===== src/rtl/reset_sequencer.sv =====
// Staged reset release: hold all channels, release them one by one, then supervise with a watchdog.
// Outputs are registered; SoftReset restarts the sequence without touching CycleCount or Timeout.
module reset_sequencer #(
    parameter int NUM_CHANNELS   = 4,
    parameter int HOLD_CYCLES    = 16,
    parameter int STAGE_GAP      = 4,
    parameter int TIMEOUT_CYCLES = 1000,
    parameter int AUTO_RESTART   = 0,
    parameter int CNT_WIDTH      = 32
) (
    input  logic                    clk_i,
    input  logic                    rst_i,
    input  logic                    soft_reset_i,
    input  logic                    heartbeat_i,
    output logic [NUM_CHANNELS-1:0] channel_reset_o,
    output logic                    all_released_o,
    output logic [CNT_WIDTH-1:0]    cycle_count_o,
    output logic                    timeout_o,
    output logic [1:0]              state_o
);

    localparam int HOLD_W = $clog2(HOLD_CYCLES + 1);
    localparam int GAP_W  = $clog2(STAGE_GAP + 1);
    localparam int IDX_W  = $clog2(NUM_CHANNELS + 1);
    localparam int WD_W   = (TIMEOUT_CYCLES > 0) ? $clog2(TIMEOUT_CYCLES + 1) : 1;

    if (NUM_CHANNELS < 1 || NUM_CHANNELS > 32) begin : g_bad_channels
        $error("reset_sequencer: NUM_CHANNELS must be in 1..32");
    end
    if (HOLD_CYCLES < 1) begin : g_bad_hold
        $error("reset_sequencer: HOLD_CYCLES must be at least 1");
    end
    if (STAGE_GAP < 1) begin : g_bad_gap
        $error("reset_sequencer: STAGE_GAP must be at least 1");
    end
    if (TIMEOUT_CYCLES < 0) begin : g_bad_timeout
        $error("reset_sequencer: TIMEOUT_CYCLES must not be negative");
    end
    if (AUTO_RESTART != 0 && AUTO_RESTART != 1) begin : g_bad_auto
        $error("reset_sequencer: AUTO_RESTART must be 0 or 1");
    end
    if (CNT_WIDTH < 1) begin : g_bad_cnt
        $error("reset_sequencer: CNT_WIDTH must be at least 1");
    end

    typedef enum logic [1:0] {
        ST_HOLD    = 2'd0,
        ST_RELEASE = 2'd1,
        ST_RUN     = 2'd2,
        ST_FAULT   = 2'd3
    } state_e;

    state_e                  state_q, state_d;
    logic [HOLD_W-1:0]       hold_q, hold_d;
    logic [GAP_W-1:0]        gap_q, gap_d;
    logic [IDX_W-1:0]        idx_q, idx_d;
    logic [WD_W-1:0]         wd_q, wd_d;
    logic [NUM_CHANNELS-1:0] chan_q, chan_d;
    logic                    all_q, all_d;
    logic                    timeout_q, timeout_d;
    logic [CNT_WIDTH-1:0]    cycle_q, cycle_d;

    logic [HOLD_W-1:0] hold_inc;
    logic [GAP_W-1:0]  gap_inc;
    logic [WD_W-1:0]   wd_inc;

    assign hold_inc = hold_q + HOLD_W'(1);
    assign gap_inc  = gap_q + GAP_W'(1);
    assign wd_inc   = wd_q + WD_W'(1);

    always_comb begin
        state_d   = state_q;
        hold_d    = hold_q;
        gap_d     = gap_q;
        idx_d     = idx_q;
        wd_d      = '0;
        chan_d    = chan_q;
        all_d     = all_q;
        timeout_d = timeout_q;
        cycle_d   = cycle_q + CNT_WIDTH'(1);

        if (soft_reset_i) begin
            state_d = ST_HOLD;
            hold_d  = '0;
            gap_d   = '0;
            idx_d   = '0;
            chan_d  = '1;
            all_d   = 1'b0;
        end else begin
            case (state_q)
                ST_HOLD: begin
                    chan_d = '1;
                    all_d  = 1'b0;
                    if (hold_inc == HOLD_W'(HOLD_CYCLES)) begin
                        chan_d[0] = 1'b0;
                        hold_d    = '0;
                        gap_d     = '0;
                        idx_d     = IDX_W'(1);
                        state_d   = ST_RELEASE;
                    end else begin
                        hold_d = hold_inc;
                    end
                end
                ST_RELEASE: begin
                    // idx_q counts channels already released; RUN follows one edge after the last
                    if (idx_q == IDX_W'(NUM_CHANNELS)) begin
                        state_d = ST_RUN;
                        all_d   = 1'b1;
                        gap_d   = '0;
                    end else if (gap_inc == GAP_W'(STAGE_GAP)) begin
                        for (int i = 0; i < NUM_CHANNELS; i++) begin
                            if (idx_q == IDX_W'(i)) begin
                                chan_d[i] = 1'b0;
                            end
                        end
                        idx_d = idx_q + IDX_W'(1);
                        gap_d = '0;
                    end else begin
                        gap_d = gap_inc;
                    end
                end
                ST_RUN: begin
                    chan_d = '0;
                    all_d  = 1'b1;
                    if (heartbeat_i || TIMEOUT_CYCLES == 0) begin
                        wd_d = '0;
                    end else if (wd_inc == WD_W'(TIMEOUT_CYCLES)) begin
                        timeout_d = 1'b1;
                        all_d     = 1'b0;
                        chan_d    = '1;
                        hold_d    = '0;
                        gap_d     = '0;
                        idx_d     = '0;
                        state_d   = (AUTO_RESTART != 0) ? ST_HOLD : ST_FAULT;
                    end else begin
                        wd_d = wd_inc;
                    end
                end
                default: begin
                    chan_d = '1;
                    all_d  = 1'b0;
                end
            endcase
        end
    end

    always_ff @(posedge clk_i) begin
        if (rst_i) begin
            state_q   <= ST_HOLD;
            hold_q    <= '0;
            gap_q     <= '0;
            idx_q     <= '0;
            wd_q      <= '0;
            chan_q    <= '1;
            all_q     <= 1'b0;
            timeout_q <= 1'b0;
            cycle_q   <= '0;
        end else begin
            state_q   <= state_d;
            hold_q    <= hold_d;
            gap_q     <= gap_d;
            idx_q     <= idx_d;
            wd_q      <= wd_d;
            chan_q    <= chan_d;
            all_q     <= all_d;
            timeout_q <= timeout_d;
            cycle_q   <= cycle_d;
        end
    end

    assign channel_reset_o = chan_q;
    assign all_released_o  = all_q;
    assign cycle_count_o   = cycle_q;
    assign timeout_o       = timeout_q;
    assign state_o         = state_q;

endmodule


===== config.mk =====
export PLATFORM = sky130hd
export DESIGN_NAME = reset_sequencer
export DESIGN_NICKNAME = d
export VERILOG_FILES = /design/src/rtl/reset_sequencer.sv
export SDC_FILE = /design/constraint.sdc
export NUM_CORES = 1
export LEC_CHECK = 0
export ABC_CLOCK_PERIOD_IN_PS = 3930
export BUFFER_PORTS_ARGS = -buffer_cell sky130_fd_sc_hd__buf_2
export CAP_MARGIN = 5
export CORE_MARGIN = 2
export CORE_UTILIZATION = 55
export DETAILED_ROUTE_END_ITERATION = 10
export PLACE_DENSITY = 0.75
export SETUP_SLACK_MARGIN = 0.2
export SLEW_MARGIN = 20
export SYNTH_ARGS = -nofsm -noshare
export SYNTH_HDL_FRONTEND = slang
export SYNTH_SLANG_ARGS = --single-unit

===== constraint.sdc =====
create_clock -name clk_i -period 3.93 [get_ports clk_i]
set_input_delay 0.1965 -clock clk_i [delete_from_list [all_inputs] [get_ports clk_i]]
set_output_delay 0.1965 -clock clk_i [all_outputs]
set_load 0.05 [all_outputs]

==> impl_results.rst, run 1 <==
.. list-table::
   :header-rows: 1

   * - Metric
     - Value
   * - Sequential-to-total area share from yosys stat
     - 0.4010
   * - Detailed-route via count
     - between 2000 and 3000
   * - Drt initial violations
     - 110
   * - Crit Path Class
     - register to register
   * - DRC violation count after routing
     - 0
   * - Peak per-stage delay on the critical path
     - 0.48 ns
   * - Layout Area Growth over Synthesis
     - 16.97%
   * - Fraction of registers with async set/reset
     - 0
   * - Critical path fanouts, max
     - 11
   * - Power density cells
     - a little under 400 nW/um^2
   * - TritonCTS clock tree
     - built
   * - Post-synthesis cell area
     - 3045 um^2
   * - Least-Margin Pin Slew
     - ~0.8 ns
   * - First-pass GRT wire length
     - 10770 um
   * - Half-perimeter wire length of the detailed placement result
     - 4298 um
   * - Met2 Routed Length
     - about 2900 um
   * - Data arrival, critical path
     - roughly 2.7 ns
   * - Inst Count DP
     - 463
   * - Hold WS
     - approximately 0.22 ns
   * - Number of endpoints with negative hold slack in the final report
     - 0
   * - Total setup buffers inserted after CTS
     - 0
   * - Final weighted congestion of routability-driven global placement
     - about 0.83
   * - Max Used Layer
     - met4
   * - Initial antenna violation count
     - 0
   * - Top cell type's share of synthesized area
     - 0.4010
   * - Number of levels the H-tree was split into
     - 3
   * - Static leakage power
     - around 1.4 nW
   * - Maximum number of pins on one net before global-route repair
     - 36
   * - Post-layout net count
     - between 400 and 500
   * - Post-synth net total
     - 378
   * - Number of synthesized flops with an enable pin
     - 0
   * - CP top delay family
     - compound AO/OA/AOI/OAI gates
   * - Final Max Slew Viols
     - 0
   * - Outcome
     - completed
   * - Worst-skew pair later-pin latency
     - ~0.34 ns
   * - Post-layout minimum cycle time
     - about 2.4 ns
   * - Cts bufs inserted
     - 9
   * - Routed Wire Length
     - 6229 um
   * - Initial Utilization
     - 0.5599
   * - CTS sink cnt
     - between 60 and 70
   * - Final total negative setup slack
     - 0 ns
   * - Count of unique library cells instantiated by Yosys
     - 46
   * - Number of cells produced by synthesis
     - 358
   * - Maximum clock rate
     - ~400 MHz
   * - Count of buffers inserted at the top-level ports
     - 43
   * - Count of TritonRoute iterations in the first routing pass
     - 7
   * - Sequential cell area
     - about 1200 um^2
   * - Core Area
     - 5439 um^2
   * - Area used by multi-input combinational logic
     - between 1500 and 2000 um^2
   * - Share of layout cells above drive strength 1
     - 0.1650
   * - Worst setup SP type
     - register
   * - Number of global-route vias before repair
     - ~2300
   * - Library cell with the largest summed area after synthesis
     - dfxtp_1
   * - Register clock-pin slew on the reported worst setup and hold paths
     - approximately 0.060 ns
   * - Cell with the biggest individual delay on the critical path
     - or4b_1
   * - Final routed wire length divided by cell count
     - 13.03 um
   * - Post-synth top cells
     - dfxtp_1, nor2_1, nand2_1
   * - Top-level port count
     - 44
   * - Vias per std cell
     - between 5 and 6
   * - Remaining antenna violation count after routing
     - 0
   * - Final worst clock skew
     - between 0.005 and 0.006 ns
   * - Dominant cells by area after synthesis
     - dfxtp_1, nor2_1, ha_1
   * - Standard-cell rows
     - 27
   * - Hold Crit Class
     - input port to register
   * - Cell at the root of the clock tree
     - clkbuf_8
   * - Avg Inst Size Synth
     - 8.507 um^2
   * - Post-route met1 wirelength
     - 2959 um
   * - Cell-by-cell listing of the critical path
     - ha_1, or4b_1, o31ai_1, a21o_2, a31oi_1, nand2b_1, o41ai_2
   * - Total of max-cap violations
     - 0
   * - Share of the clock period used by the worst path after layout
     - 0.6205
   * - Setup repair after global routing missed its margin
     - no
   * - Number of synthesized register bits
     - just over 60
   * - N_diodes
     - 0
   * - Yosys warns
     - 0
   * - Maximum resistive drop on vdd
     - about 330 uV
   * - Floorplan die area
     - slightly above 6000 um^2
   * - Required @ worst endpoint
     - 4.17 ns
   * - Number of buffers inserted by hold repair at cts
     - 0
   * - CTS resizes
     - 0
   * - Floorplan die height
     - just under 80 um
   * - Overflow left after global routing
     - 0
   * - Fin cells
     - ~480
   * - Primary flip-flop cell chosen by synthesis mapping
     - dfxtp_1
   * - Library cell with the highest instance count after synthesis
     - dfxtp_1
   * - Floorplan die width
     - about 80 um
   * - Number of buffers and inverters on the critical path
     - 0
   * - Type of destination of the critical path
     - register
   * - Number of filler instances in the final layout
     - about 480
   * - Relative max-transition margin
     - 0.4546
   * - Overall Global Routing Usage
     - 0.2221
   * - Final setup vio count
     - 0
   * - WL met3
     - ~270 um
   * - Max Root-Sink Buffers
     - 2
[final cells by class]
class / count / area share
clock buffer: 11 / 0.03969
clock inverter: 4 / 0.03372
inverter: 14 / 0.01475
multi-input combinational: 272 / 0.4812
sequential: 61 / 0.3428
tap: 72 / 0.02529
timing repair buffer: 44 / 0.06252
[cell families (layout without fill, tap and decap cells)]
logic type	count (synthesis)	in the layout	share of synthesized area
xor gates and xnor gates	36	36	0.1035
and+or+nand+nor	166	166	0.2724
DFF	61	61	0.4010
AOI/OAI and AO/OA	49	49	0.1044
adders and majority gates	16	16	0.06573
buffers and inverters	25	73	0.03615
muxes	5	5	0.01684
[state kept, by name, indices dropped and copies added, names as in the netlist]
name,count
idx_q,3
wd_q,10
hold_q,5
timeout_o,1
gap_q,3
channel_reset_o,4
cycle_count_o,32
all_released_o,1
state_o,2
[metrics by stage]
| step | power [mW] | worst slack, ns | util | cell area (um^2) |
|---|---|---|---|---|
| 2_1_floorplan | 0.6633 | 1.769 | - | 3045 |
| 3_3_place_gp | 0.6719 | 1.583 | 0.6069 | 3301 |
| 3_5_place_dp | 0.6723 | 1.486 | 0.6069 | 3301 |
| 4_1_cts | 1.415 | 1.471 | 0.6549 | 3562 |
| 5_1_grt | 1.446 | 1.263 | 0.6549 | 3562 |
| 6_report | 1.398 | 1.491 | 0.6549 | 3562 |
[path summary, 6_finish.rpt]
| kind | from | end | slack [ns] | cells after the start |
|---|---|---|---|---|
| worst max-delay path | wd_q[0]$_SDFF_PP0_ | gap_q[2]$_SDFFE_PP0P_ | 1.49 | 7 |
| worst min-delay path | soft_reset_i | timeout_o$_SDFFE_PP0P_ | 0.22 | 3 |
| worst max register to register | wd_q[0]$_SDFF_PP0_ | gap_q[2]$_SDFFE_PP0P_ | 1.49 | 7 |
| worst min register to register | cycle_count_o[0]$_SDFF_PP0_ | cycle_count_o[0]$_SDFF_PP0_ | 0.46 | 1 |
[cell usage in the layout (no fill, tap or decap), drive strengths merged, types with 5 or more instances in the layout]
cell / synthesis / final
dfxtp: 61 / 61
nor2: 59 / 59
buf: 4 / 44
nand2: 27 / 27
nand3: 20 / 20
xor2: 18 / 18
xnor2: 18 / 18
o21ai: 16 / 16
ha: 16 / 16
inv: 14 / 14
a21oi: 13 / 13
clkbuf: 7 / 11
nand4: 10 / 10
nor3: 9 / 9
and4: 8 / 8
and3: 7 / 7
or3: 5 / 5
[routing by layer]
layer	GRT usage	up-vias
li1	-	1323
met1	0.2795	1249
met2	0.3621	51
met3	0.06667	7
met4	0.07895	0
met5	0	-
[tightest hold or removal path, delay by kind of cell]
kind            cells  cell delay [ns]
compound gates      1             0.12
buf+inv             1             0.11
simple gates        1             0.10
[power by group]
group,total [mW],internal (mW),switching [mW]
registers,0.626,0.622,0.00409
logic,0.0329,0.00828,0.0246
clock network,0.739,0.500,0.239
total,1.40,1.13,0.268
(Power assumes the default switching activity.)
==> run 2: changes to the inputs <==
--- a/config.mk
+++ b/config.mk
@@ -5,13 +5,14 @@
 export SDC_FILE = /design/constraint.sdc
 export NUM_CORES = 1
 export LEC_CHECK = 0
-export ABC_CLOCK_PERIOD_IN_PS = 3930
+export ABC_AREA = 1
+export ABC_CLOCK_PERIOD_IN_PS = 2060
 export BUFFER_PORTS_ARGS = -buffer_cell sky130_fd_sc_hd__buf_2
 export CAP_MARGIN = 5
 export CORE_MARGIN = 2
-export CORE_UTILIZATION = 55
+export CORE_UTILIZATION = 52
 export DETAILED_ROUTE_END_ITERATION = 10
-export PLACE_DENSITY = 0.75
+export PLACE_DENSITY = 0.74
 export SETUP_SLACK_MARGIN = 0.2
 export SLEW_MARGIN = 20
 export SYNTH_ARGS = -nofsm -noshare
==> constraint.sdc (replaced) <==
create_clock -name clk_i -period 2.06 [get_ports clk_i]
set_input_delay 0.103 -clock clk_i [delete_from_list [all_inputs] [get_ports clk_i]]
set_output_delay 0.103 -clock clk_i [all_outputs]
set_load 0.05 [all_outputs]
==> impl_results.rst, run 2 <==
.. list-table::
   :header-rows: 1

   * - Metric
     - Value
   * - Outcome
     - completed
   * - Post-synth top cells
     - nand2_1, inv_1, dfxtp_1
   * - Count of buffers inserted at the top-level ports
     - 43
   * - Share of power burned in the clock network
     - 0.405
   * - Yosys warns
     - 0
   * - Fin cells
     - 600
   * - Avg Inst Size Synth
     - about 7 um^2
   * - Detailed-route via count
     - about 3100
   * - Int Pwr
     - about 1.6 mW
   * - Relative max-transition margin
     - 0.6805
   * - Number of endpoints with negative hold slack in the final report
     - 0
   * - Standard-cell rows
     - 28
   * - Maximum clock rate
     - 557.8 MHz
   * - Data arrival, critical path
     - about 2 ns
   * - Sequential-to-total area share from yosys stat
     - 0.3748
   * - Largest register FFs
     - 32
   * - Layout Area Growth over Synthesis
     - 21.51%
   * - Post-layout power
     - 2.120 mW
   * - Floorplan die height
     - roughly 83 um
   * - CTS sink cnt
     - between 60 and 70
   * - Library cell with the largest summed area after synthesis
     - dfxtp_1
   * - Combinational share of power
     - 0.032
   * - Worst setup SP type
     - register
   * - Register clock-pin slew on the reported worst setup and hold paths
     - approximately 0.060 ns
   * - Static leakage power
     - approximately 1.6 nW
   * - N_diodes
     - 0
   * - Count of TritonRoute iterations in the first routing pass
     - 4
   * - Count of unique library cells instantiated by Yosys
     - 34
   * - Sw power
     - between 400 and 500 uW
   * - Max Root-Sink Buffers
     - 2
   * - Share of the clock period used by the worst path after layout
     - 0.8702
   * - Least-Margin Pin Slew
     - 0.4775 ns
   * - Critical path fanouts, max
     - 5
   * - Cell at the root of the clock tree
     - clkbuf_8
   * - Number of buffers and inverters on the critical path
     - 1
   * - Number of global-route vias before repair
     - 2848
   * - Final worst clock skew
     - around 0.0079 ns
   * - Total of max-cap violations
     - 0
   * - Final weighted congestion of routability-driven global placement
     - about 0.86
   * - Critical Path Most Common Cell
     - nor2_4
   * - First-pass GRT wire length
     - between 10000 and 15000 um
   * - Layout Utilization
     - 0.6608
   * - Number of synthesized flops with an enable pin
     - 0
   * - Type of destination of the critical path
     - register
   * - Final routed wire length divided by cell count
     - about 12 um
   * - Most common cell after layout, fill and taps aside
     - nand2_1
   * - Switching power share of the total
     - 0.2357
   * - Setup repair after global routing missed its margin
     - yes
   * - Maximum number of pins on one net before global-route repair
     - 25
   * - Top cell type's share of synthesized area
     - 0.3748
   * - Number of levels the H-tree was split into
     - 3
   * - R2R Setup Slk
     - 0.27 ns
   * - Primary flip-flop cell chosen by synthesis mapping
     - dfxtp_1
   * - Cts bufs inserted
     - 9
   * - Library cell with the highest instance count after synthesis
     - nand2_1
   * - Overflow left after global routing
     - 0
   * - DRC violation count after routing
     - 0
   * - Top-level port count
     - 44
   * - Crit Path Class
     - register to register
   * - Fraction of registers with async set/reset
     - 0
   * - Post-layout minimum cycle time
     - 1.793 ns
   * - Number of buffers inserted by hold repair at cts
     - 0
   * - Routed Wire Length
     - 7475 um
   * - Dominant cells by area after synthesis
     - dfxtp_1, nand2_1, inv_1
   * - Core Area
     - 5991 um^2
   * - Half-perimeter wire length of the detailed placement result
     - ~5300 um
   * - Post-synth net total
     - around 480
   * - Maximum resistive drop on vdd
     - around 340 uV
   * - Most used cells in the layout excluding fill and tap cells
     - nand2_1, inv_1, nor2_1
   * - Cell-by-cell listing of the critical path
     - nand3_2, nor2_4, nand2_2, nor2_4, inv_1, nor2_2, nand3_2, nor2_4, nand2_1, nor2_1, nor3b_2
   * - Floorplan die width
     - just over 80 um
   * - Pre-CTS WS
     - between 0.15 and 0.2 ns
   * - Peak per-stage delay on the critical path
     - approximately 0.36 ns
   * - Inst Count DP
     - 575
   * - Final total negative setup slack
     - 0 ns
   * - Final setup vio count
     - 0
   * - Final Worst Setup Slack
     - ~0.27 ns
   * - Overall Global Routing Usage
     - 0.2087
   * - CP top delay family
     - simple AND/OR/NAND/NOR gates
   * - Flop pwr share
     - 0.563
   * - Number of cells produced by synthesis
     - about 460
   * - Number of synthesized register bits
     - 61
   * - Initial Utilization
     - 0.5439
   * - Post-layout net count
     - around 540
   * - Hold Crit Class
     - input port to register
   * - Worst-skew pair later-pin latency
     - 0.35 ns
   * - Floorplan die area
     - approximately 6900 um^2
   * - Share of layout cells above drive strength 1
     - 0.2438
   * - Post-synthesis cell area
     - 3258 um^2
   * - Vias per std cell
     - about 5.2
   * - Required @ worst endpoint
     - around 2.3 ns
   * - Power density cells
     - 535.6 nW/um^2
   * - Drt initial violations
     - about 170
   * - Cell with the biggest individual delay on the critical path
     - dfxtp_2
   * - Final Max Slew Viols
     - 0
   * - Remaining antenna violation count after routing
     - 0
   * - TritonCTS clock tree
     - built
   * - Initial antenna violation count
     - 0
-- run 2: cell families after synthesis --
logic type,Yosys count,synth area share
AND/OR/NAND/NOR,244,0.3656
buffers and inverters,76,0.08794
flip-flops,61,0.3748
AO/OA/AOI/OAI,54,0.08871
adder cells (fa/ha/maj),16,0.06144
XOR/XNOR,8,0.02151
-- run 2: layout make-up --
class | instances | area [um^2]
Timing Repair Buffer | 56 | 320.3
Fill cell | 554 | 2032
Clock buffer | 11 | 131.4
Inverter | 72 | 270.3
Sequential cell | 61 | 1240
Clock inverter | 3 | 15.01
Tap cell | 75 | 93.84
Multi-Input combinational cell | 322 | 1888
-- run 2: timing repair --
action / 4_1_cts / 5_1_grt
setup buffers: 0 / 11
resized for setup: 3 / 40
gates cloned: 0 / 0
setup endpoints to repair: 10 / 38
pin swaps: 0 / 13
-- run 2: worst paths after layout --
kind / startpoint / endpoint / depth (start not counted)
hold reg to reg: cycle_count_o[0]$_SDFF_PP0_ / cycle_count_o[0]$_SDFF_PP0_ / 1
hold / removal: soft_reset_i / state_o[0]$_SDFFE_PP0P_ / 4
setup reg to reg: cycle_count_o[0]$_SDFF_PP0_ / cycle_count_o[27]$_SDFF_PP0_ / 11
setup / recovery: cycle_count_o[0]$_SDFF_PP0_ / cycle_count_o[27]$_SDFF_PP0_ / 11
-- run 2: power groups by stage --
stage | Clock (mW) | Sequential (mW) | Combinational, mW
2_1_floorplan | 0 | 1.24 | 0.0302
3_3_place_gp | 0 | 1.22 | 0.0647
3_5_place_dp | 0 | 1.22 | 0.0654
4_1_cts | 0.878 | 1.19 | 0.0658
5_1_grt | 0.918 | 1.19 | 0.0750
6_report | 0.859 | 1.19 | 0.0687
-- run 2: stage by stage --
stage	instance area [um^2]	hold WS, ns
5_1_grt	3959	0.1546
2_1_floorplan	3266	0.2576
4_1_cts	3730	0.1229
3_3_place_gp	3573	0.4205
3_5_place_dp	3573	0.4322
6_report	3959	0.1189
-- run 2: routing by layer --
| metal | wire length, um | track usage |
|---|---|---|
| met2 | 3703 | 0.3651 |
| met4 | 130 | 0.07750 |
| met1 | 3351 | 0.2443 |
| met3 | 290 | 0.05467 |
| met5 | 0 | 0 |
-- run 2: worst min-delay path: stages --
cell     delay [ns]
buf_2          0.09
nor2_1         0.11
nand2_1        0.09
nor2_1         0.03
